File: src/rtl/bin2bcd_seq_pkg.sv
// Shared definitions for the sequential binary-to-BCD converter: FSM states,
// nibble width and counter sizing helper.
package bin2bcd_seq_pkg;

    typedef enum logic [1:0] {
        ST_IDLE  = 2'd0,
        ST_SHIFT = 2'd1,
        ST_DONE  = 2'd2
    } state_t;

    localparam int NIB_W = 4;

    // Counter only has to hold BIN_W-1, so clog2(BIN_W) bits suffice (min 1).
    function automatic int cnt_width(input int bin_w);
        return (bin_w <= 2) ? 1 : $clog2(bin_w);
    endfunction

endpackage

File: src/rtl/bin2bcd_seq_add3.sv
// One double-dabble correction cell: a BCD nibble of 5 or more gets +3 before
// the shift, so that doubling carries correctly into the next decimal digit.
module bcd_add3
    import bin2bcd_seq_pkg::*;
(
    input  logic [NIB_W-1:0] nib_i,
    output logic [NIB_W-1:0] nib_o
);

    assign nib_o = (nib_i >= 4'd5) ? nib_i + 4'd3 : nib_i;

endmodule

File: src/rtl/bin2bcd_seq.sv
// Sequential shift-and-add-3 binary-to-BCD converter with start/done handshake
// and overflow flag. Define BIN2BCD_SIGN_EN for two's-complement input and a sign output.
module bin2bcd_seq
    import bin2bcd_seq_pkg::*;
#(
    parameter int BIN_W  = 8,
    parameter int DIGITS = 3
) (
    input  logic                      clk,
    input  logic                      rst,
    input  logic                      start,
    input  logic [BIN_W-1:0]          bin,
    output logic                      ready,
    output logic                      busy,
    output logic                      done,
    output logic [NIB_W*DIGITS-1:0]   bcd,
    output logic                      ovf
`ifdef BIN2BCD_SIGN_EN
   ,output logic                      sign
`endif
);

    localparam int BCD_W = NIB_W * DIGITS;
    localparam int SR_W  = BIN_W + BCD_W;
    localparam int CNT_W = cnt_width(BIN_W);

    if ((BIN_W < 2) || (BIN_W > 32) || (DIGITS < 1) || (DIGITS > 10)) begin : g_bad_params
        $error("bin2bcd_seq: BIN_W must be 2..32 and DIGITS 1..10");
    end

    state_t             state_q, state_d;
    logic [SR_W-1:0]    sr_q, sr_d;
    logic [CNT_W-1:0]   cnt_q, cnt_d;
    logic               acc_q, acc_d;
    logic [BCD_W-1:0]   bcd_q, bcd_d;
    logic               ovf_q, ovf_d;
    logic [SR_W-1:0]    corr;
    logic [SR_W-1:0]    shifted;
    logic               out_bit;
    logic [BIN_W-1:0]   mag;
`ifdef BIN2BCD_SIGN_EN
    logic               sign_cap_q, sign_cap_d;
    logic               sign_q, sign_d;

    assign mag  = bin[BIN_W-1] ? (~bin + BIN_W'(1)) : bin;
    assign sign = sign_q;
`else
    assign mag  = bin;
`endif

    // Correct every BCD digit in parallel; the binary tail passes through untouched.
    for (genvar gi = 0; gi < DIGITS; gi++) begin : g_digit
        bcd_add3 u_add3 (
            .nib_i (sr_q[BIN_W + NIB_W*gi +: NIB_W]),
            .nib_o (corr[BIN_W + NIB_W*gi +: NIB_W])
        );
    end
    assign corr[BIN_W-1:0] = sr_q[BIN_W-1:0];

    assign shifted = {corr[SR_W-2:0], 1'b0};
    assign out_bit = corr[SR_W-1];

    always_comb begin
        state_d = state_q;
        sr_d    = sr_q;
        cnt_d   = cnt_q;
        acc_d   = acc_q;
        bcd_d   = bcd_q;
        ovf_d   = ovf_q;
`ifdef BIN2BCD_SIGN_EN
        sign_cap_d = sign_cap_q;
        sign_d     = sign_q;
`endif
        case (state_q)
            ST_IDLE, ST_DONE: begin
                if (start) begin
                    state_d           = ST_SHIFT;
                    sr_d              = '0;
                    sr_d[BIN_W-1:0]   = mag;
                    cnt_d             = CNT_W'(BIN_W - 1);
                    acc_d             = 1'b0;
`ifdef BIN2BCD_SIGN_EN
                    sign_cap_d        = bin[BIN_W-1];
`endif
                end else begin
                    state_d = ST_IDLE;
                end
            end
            ST_SHIFT: begin
                sr_d  = shifted;
                acc_d = acc_q | out_bit;
                if (cnt_q == '0) begin
                    // Results are published only here, so outputs never show a partial value.
                    state_d = ST_DONE;
                    bcd_d   = shifted[SR_W-1 -: BCD_W];
                    ovf_d   = acc_q | out_bit;
`ifdef BIN2BCD_SIGN_EN
                    sign_d  = sign_cap_q;
`endif
                end else begin
                    cnt_d = cnt_q - CNT_W'(1);
                end
            end
            default: state_d = ST_IDLE;
        endcase
    end

    always_ff @(posedge clk) begin
        if (rst) begin
            state_q <= ST_IDLE;
            sr_q    <= '0;
            cnt_q   <= '0;
            acc_q   <= 1'b0;
            bcd_q   <= '0;
            ovf_q   <= 1'b0;
`ifdef BIN2BCD_SIGN_EN
            sign_cap_q <= 1'b0;
            sign_q     <= 1'b0;
`endif
        end else begin
            state_q <= state_d;
            sr_q    <= sr_d;
            cnt_q   <= cnt_d;
            acc_q   <= acc_d;
            bcd_q   <= bcd_d;
            ovf_q   <= ovf_d;
`ifdef BIN2BCD_SIGN_EN
            sign_cap_q <= sign_cap_d;
            sign_q     <= sign_d;
`endif
        end
    end

    assign busy  = (state_q == ST_SHIFT);
    assign ready = ~busy;
    assign done  = (state_q == ST_DONE);
    assign bcd   = bcd_q;
    assign ovf   = ovf_q;

endmodule
File: config.mk
export PLATFORM = sky130hd
export DESIGN_NAME = bin2bcd_seq
export DESIGN_NICKNAME = d
export VERILOG_FILES = /design/src/rtl/bin2bcd_seq_pkg.sv /design/src/rtl/bin2bcd_seq_add3.sv /design/src/rtl/bin2bcd_seq.sv
export SDC_FILE = /design/constraint.sdc
export NUM_CORES = 1
export LEC_CHECK = 0
export CAP_MARGIN = 20
export CORE_ASPECT_RATIO = 1.25
export CORE_UTILIZATION = 30
export CTS_BUF_LIST = sky130_fd_sc_hd__clkbuf_16
export CTS_CLUSTER_DIAMETER = 150
export DETAILED_ROUTE_END_ITERATION = 8
export SYNTH_ARGS = -nofsm -noshare
export SYNTH_HDL_FRONTEND = slang
export SYNTH_SLANG_ARGS = --single-unit
File: constraint.sdc
create_clock -name clk -period 3.1 [get_ports clk]
set_clock_uncertainty 0.2 [all_clocks]
set_input_delay 0.62 -clock clk [delete_from_list [all_inputs] [get_ports clk]]
set_output_delay 0.62 -clock clk [all_outputs]
set_load 0.01 [all_outputs]
==> flow_summary.ini <==
[worst_setup_path]
cp_max_fo = 16
start_kind = register
endpoint_kind = output pin
path_class = register to output pin
cpLargestDelayFamily = buffers and inverters
critPathMaxStageDelay_ns = 0.62
path_buf_inv = 1
cp_cell_sequence = nor2b_4 > clkdlybuf4s50_1
worstPathRequired_ns = 2.28
arrival_ns = 1.64
crit_slowest_cell = clkdlybuf4s50_1

[layout]
num-nets-final = 243
antenna_cells = 0
drive_gt1_frac = 0.0844
mostFrequentLayoutCells = 39 x dfxtp_1, 26 x clkdlybuf4s50_1, 22 x nor2_1, 14 x o22ai_1
n_fill_cell = 596
final_common_cell = dfxtp_1
synthToLayoutAreaGrowth_pct = 26.3

[placed_design]
place_congestion = 0.754
io_buffer_count = 26
hpwl_mm = 2.70

[yosys]
ys_ff_latch = 39
ys.flop_type = dfxtp_1
ys_top_cells_by_area = dfxtp_1 44%, ha_1 5.6%, a211oi_1 5.5%
syn-num-nets = 216
synth_cell_types = 30
avgSynthCellArea_um2 = 9.06
yosysSeqAreaShare = 0.437
synth_area_leader_cell = dfxtp_1
synth_cells = 197
async_flop_share = 0
yosysWarningCount = 0
synth_top_area_share = 0.437
synth_edf_count = 0
syn_area_um2 = 1790

[floorplan]
die_area_um2 = 6270
row_count = 31
die_h_um = 88.3
die_width_um = 71
core_um2 = 5780
io_pins = 27
start_util = 0.309

[timing]
grt_setup_unrepaired = false
post-route-period-util = 0.793
max_freq_ghz = 0.407
finalSetupViolations = 0
final-hold-violation-count = 0
hold_slack_ns = 0.272
tns_ns = 0
fin_crit_ns = 2.46
maxSlewViolCount = 0
tightest_slew_ns = 0.546
maxSlewHeadroom = 0.636

[cts]
post_cts_resized = 0
cts_tree = yes
cts_made_buffers = 5
h-tree-depth = 2
insertion_delay_ns = 0.28
cts_sinks = 39
cts_setup_buffers = 0
root_buffer = clkbuf_16
cts_buffer_depth = 2
ctsHoldBuffers = 0
path_clk_slew_ns = 0.06

[routing]
routed_via_density = 5.00
wire_per_inst_um = 13.4
vias = 1455
drt_pre_antenna_iters = 6
drt_iter0_markers = 54
ant_nets = 0
routed_wl_mm = 3.90
drc_errors = 0

[grt]
grt_pass1_vias = 1361
grt_use_total = 0.134
grt_overflow = 0
grt_max_degree = 22
antenna_found_initial = 0
grt_pass1_wl_mm = 6.41

[outcome]
status = finished, final reports clean

[flow_run]
cap_violations = 0

[power]
power_per_cell_area_nw_per_um2 = 529
p_leak_uw = 0.000794
peakVddDrop_mv = 0.209

[hold_path]
hp-class = register to register
## metal layers
| metal | track usage | up-vias | routed length, um |
|---|---|---|---|
| met5 | 0 | - | 0 |
| met4 | 0.0655 | 0 | 93 |
| met3 | 0.0421 | 8 | 158 |
| met2 | 0.219 | 24 | 1830 |
| met1 | 0.160 | 669 | 1820 |
| li1 | - | 754 | - |
## final cells by class
type / count / area [um^2] / area share
Multi-Input combinational cell: 134 / 900 / 0.399
Sequential cell: 39 / 781 / 0.346
Timing Repair Buffer: 32 / 305 / 0.135
Clock buffer: 5 / 125 / 0.0555
Tap cell: 66 / 82.6 / 0.0366
Inverter: 12 / 45.0 / 0.0200
Clock inverter: 3 / 16.3 / 0.00721
## metrics by stage
step	util	setup WS (ns)	instances	total power (uW)	cell area [um^2]
2_1_floorplan	-	1.43	197	651	1790
3_3_place_gp	0.366	0.574	283	706	2110
3_5_place_dp	0.366	0.599	283	708	2110
4_1_cts	0.390	0.638	291	1200	2250
5_1_grt	0.390	0.547	291	1250	2250
6_report	0.390	0.640	291	1190	2250
## flip-flops by register name, indices dropped and copies added (netlist names)
name and flops:
bcd 12, ovf 1, cnt_q 3, state_q 2
acc_q 1, sr_q 20
## Yosys cell counts (2+ instances only)
| library cell | number |
|---|---|
| mux2_2 | 3 |
| clkbuf_1 | 6 |
| nand3_1 | 3 |
| nand3b_1 | 3 |
| dfxtp_1 | 39 |
| a311oi_1 | 3 |
| buf_2 | 2 |
| nor2_1 | 22 |
| buf_4 | 2 |
| or3_1 | 5 |
| mux2i_1 | 8 |
| ha_1 | 8 |
| nand2b_1 | 11 |
| a22oi_1 | 2 |
| o21ai_0 | 6 |
| nor3_1 | 5 |
| nand2_1 | 2 |
| a211oi_1 | 13 |
| nor3b_1 | 5 |
| nor2b_1 | 2 |
| o22ai_1 | 14 |
| inv_1 | 12 |
| a21oi_1 | 12 |
| xnor2_1 | 3 |
## power by group
group / internal, uW / switching (uW)
clock network: 294 / 203
registers: 527 / 14.4
logic: 72.3 / 81.7
## logic make-up (layout without fill, tap and decap cells)
kind of cell / Yosys count / in the layout / share of synthesized area
AND/OR/NAND/NOR: 60 / 60 / 0.181
AO/OA/AOI/OAI: 52 / 52 / 0.187
flip-flops: 39 / 39 / 0.437
buffers and inverters: 24 / 52 / 0.0603
multiplexers: 11 / 11 / 0.0638
adder cells (fa/ha/maj): 8 / 8 / 0.0561
XOR/XNOR: 3 / 3 / 0.0147
## final timing paths
check | start | to | slack (ns) | cells past startpoint
worst max-delay path | state_q[0]$_SDFFE_PP0P_ | busy | 0.64 | 2
worst min-delay path | cnt_q[0]$_SDFFE_PP0P_ | cnt_q[0]$_SDFFE_PP0P_ | 0.27 | 1
worst min register to register | cnt_q[0]$_SDFFE_PP0P_ | cnt_q[0]$_SDFFE_PP0P_ | 0.27 | 1
worst max register to register | state_q[0]$_SDFFE_PP0P_ | bcd[9]$_SDFFE_PP0P_ | 0.91 | 4
Power figures use the tool's default switching activity.
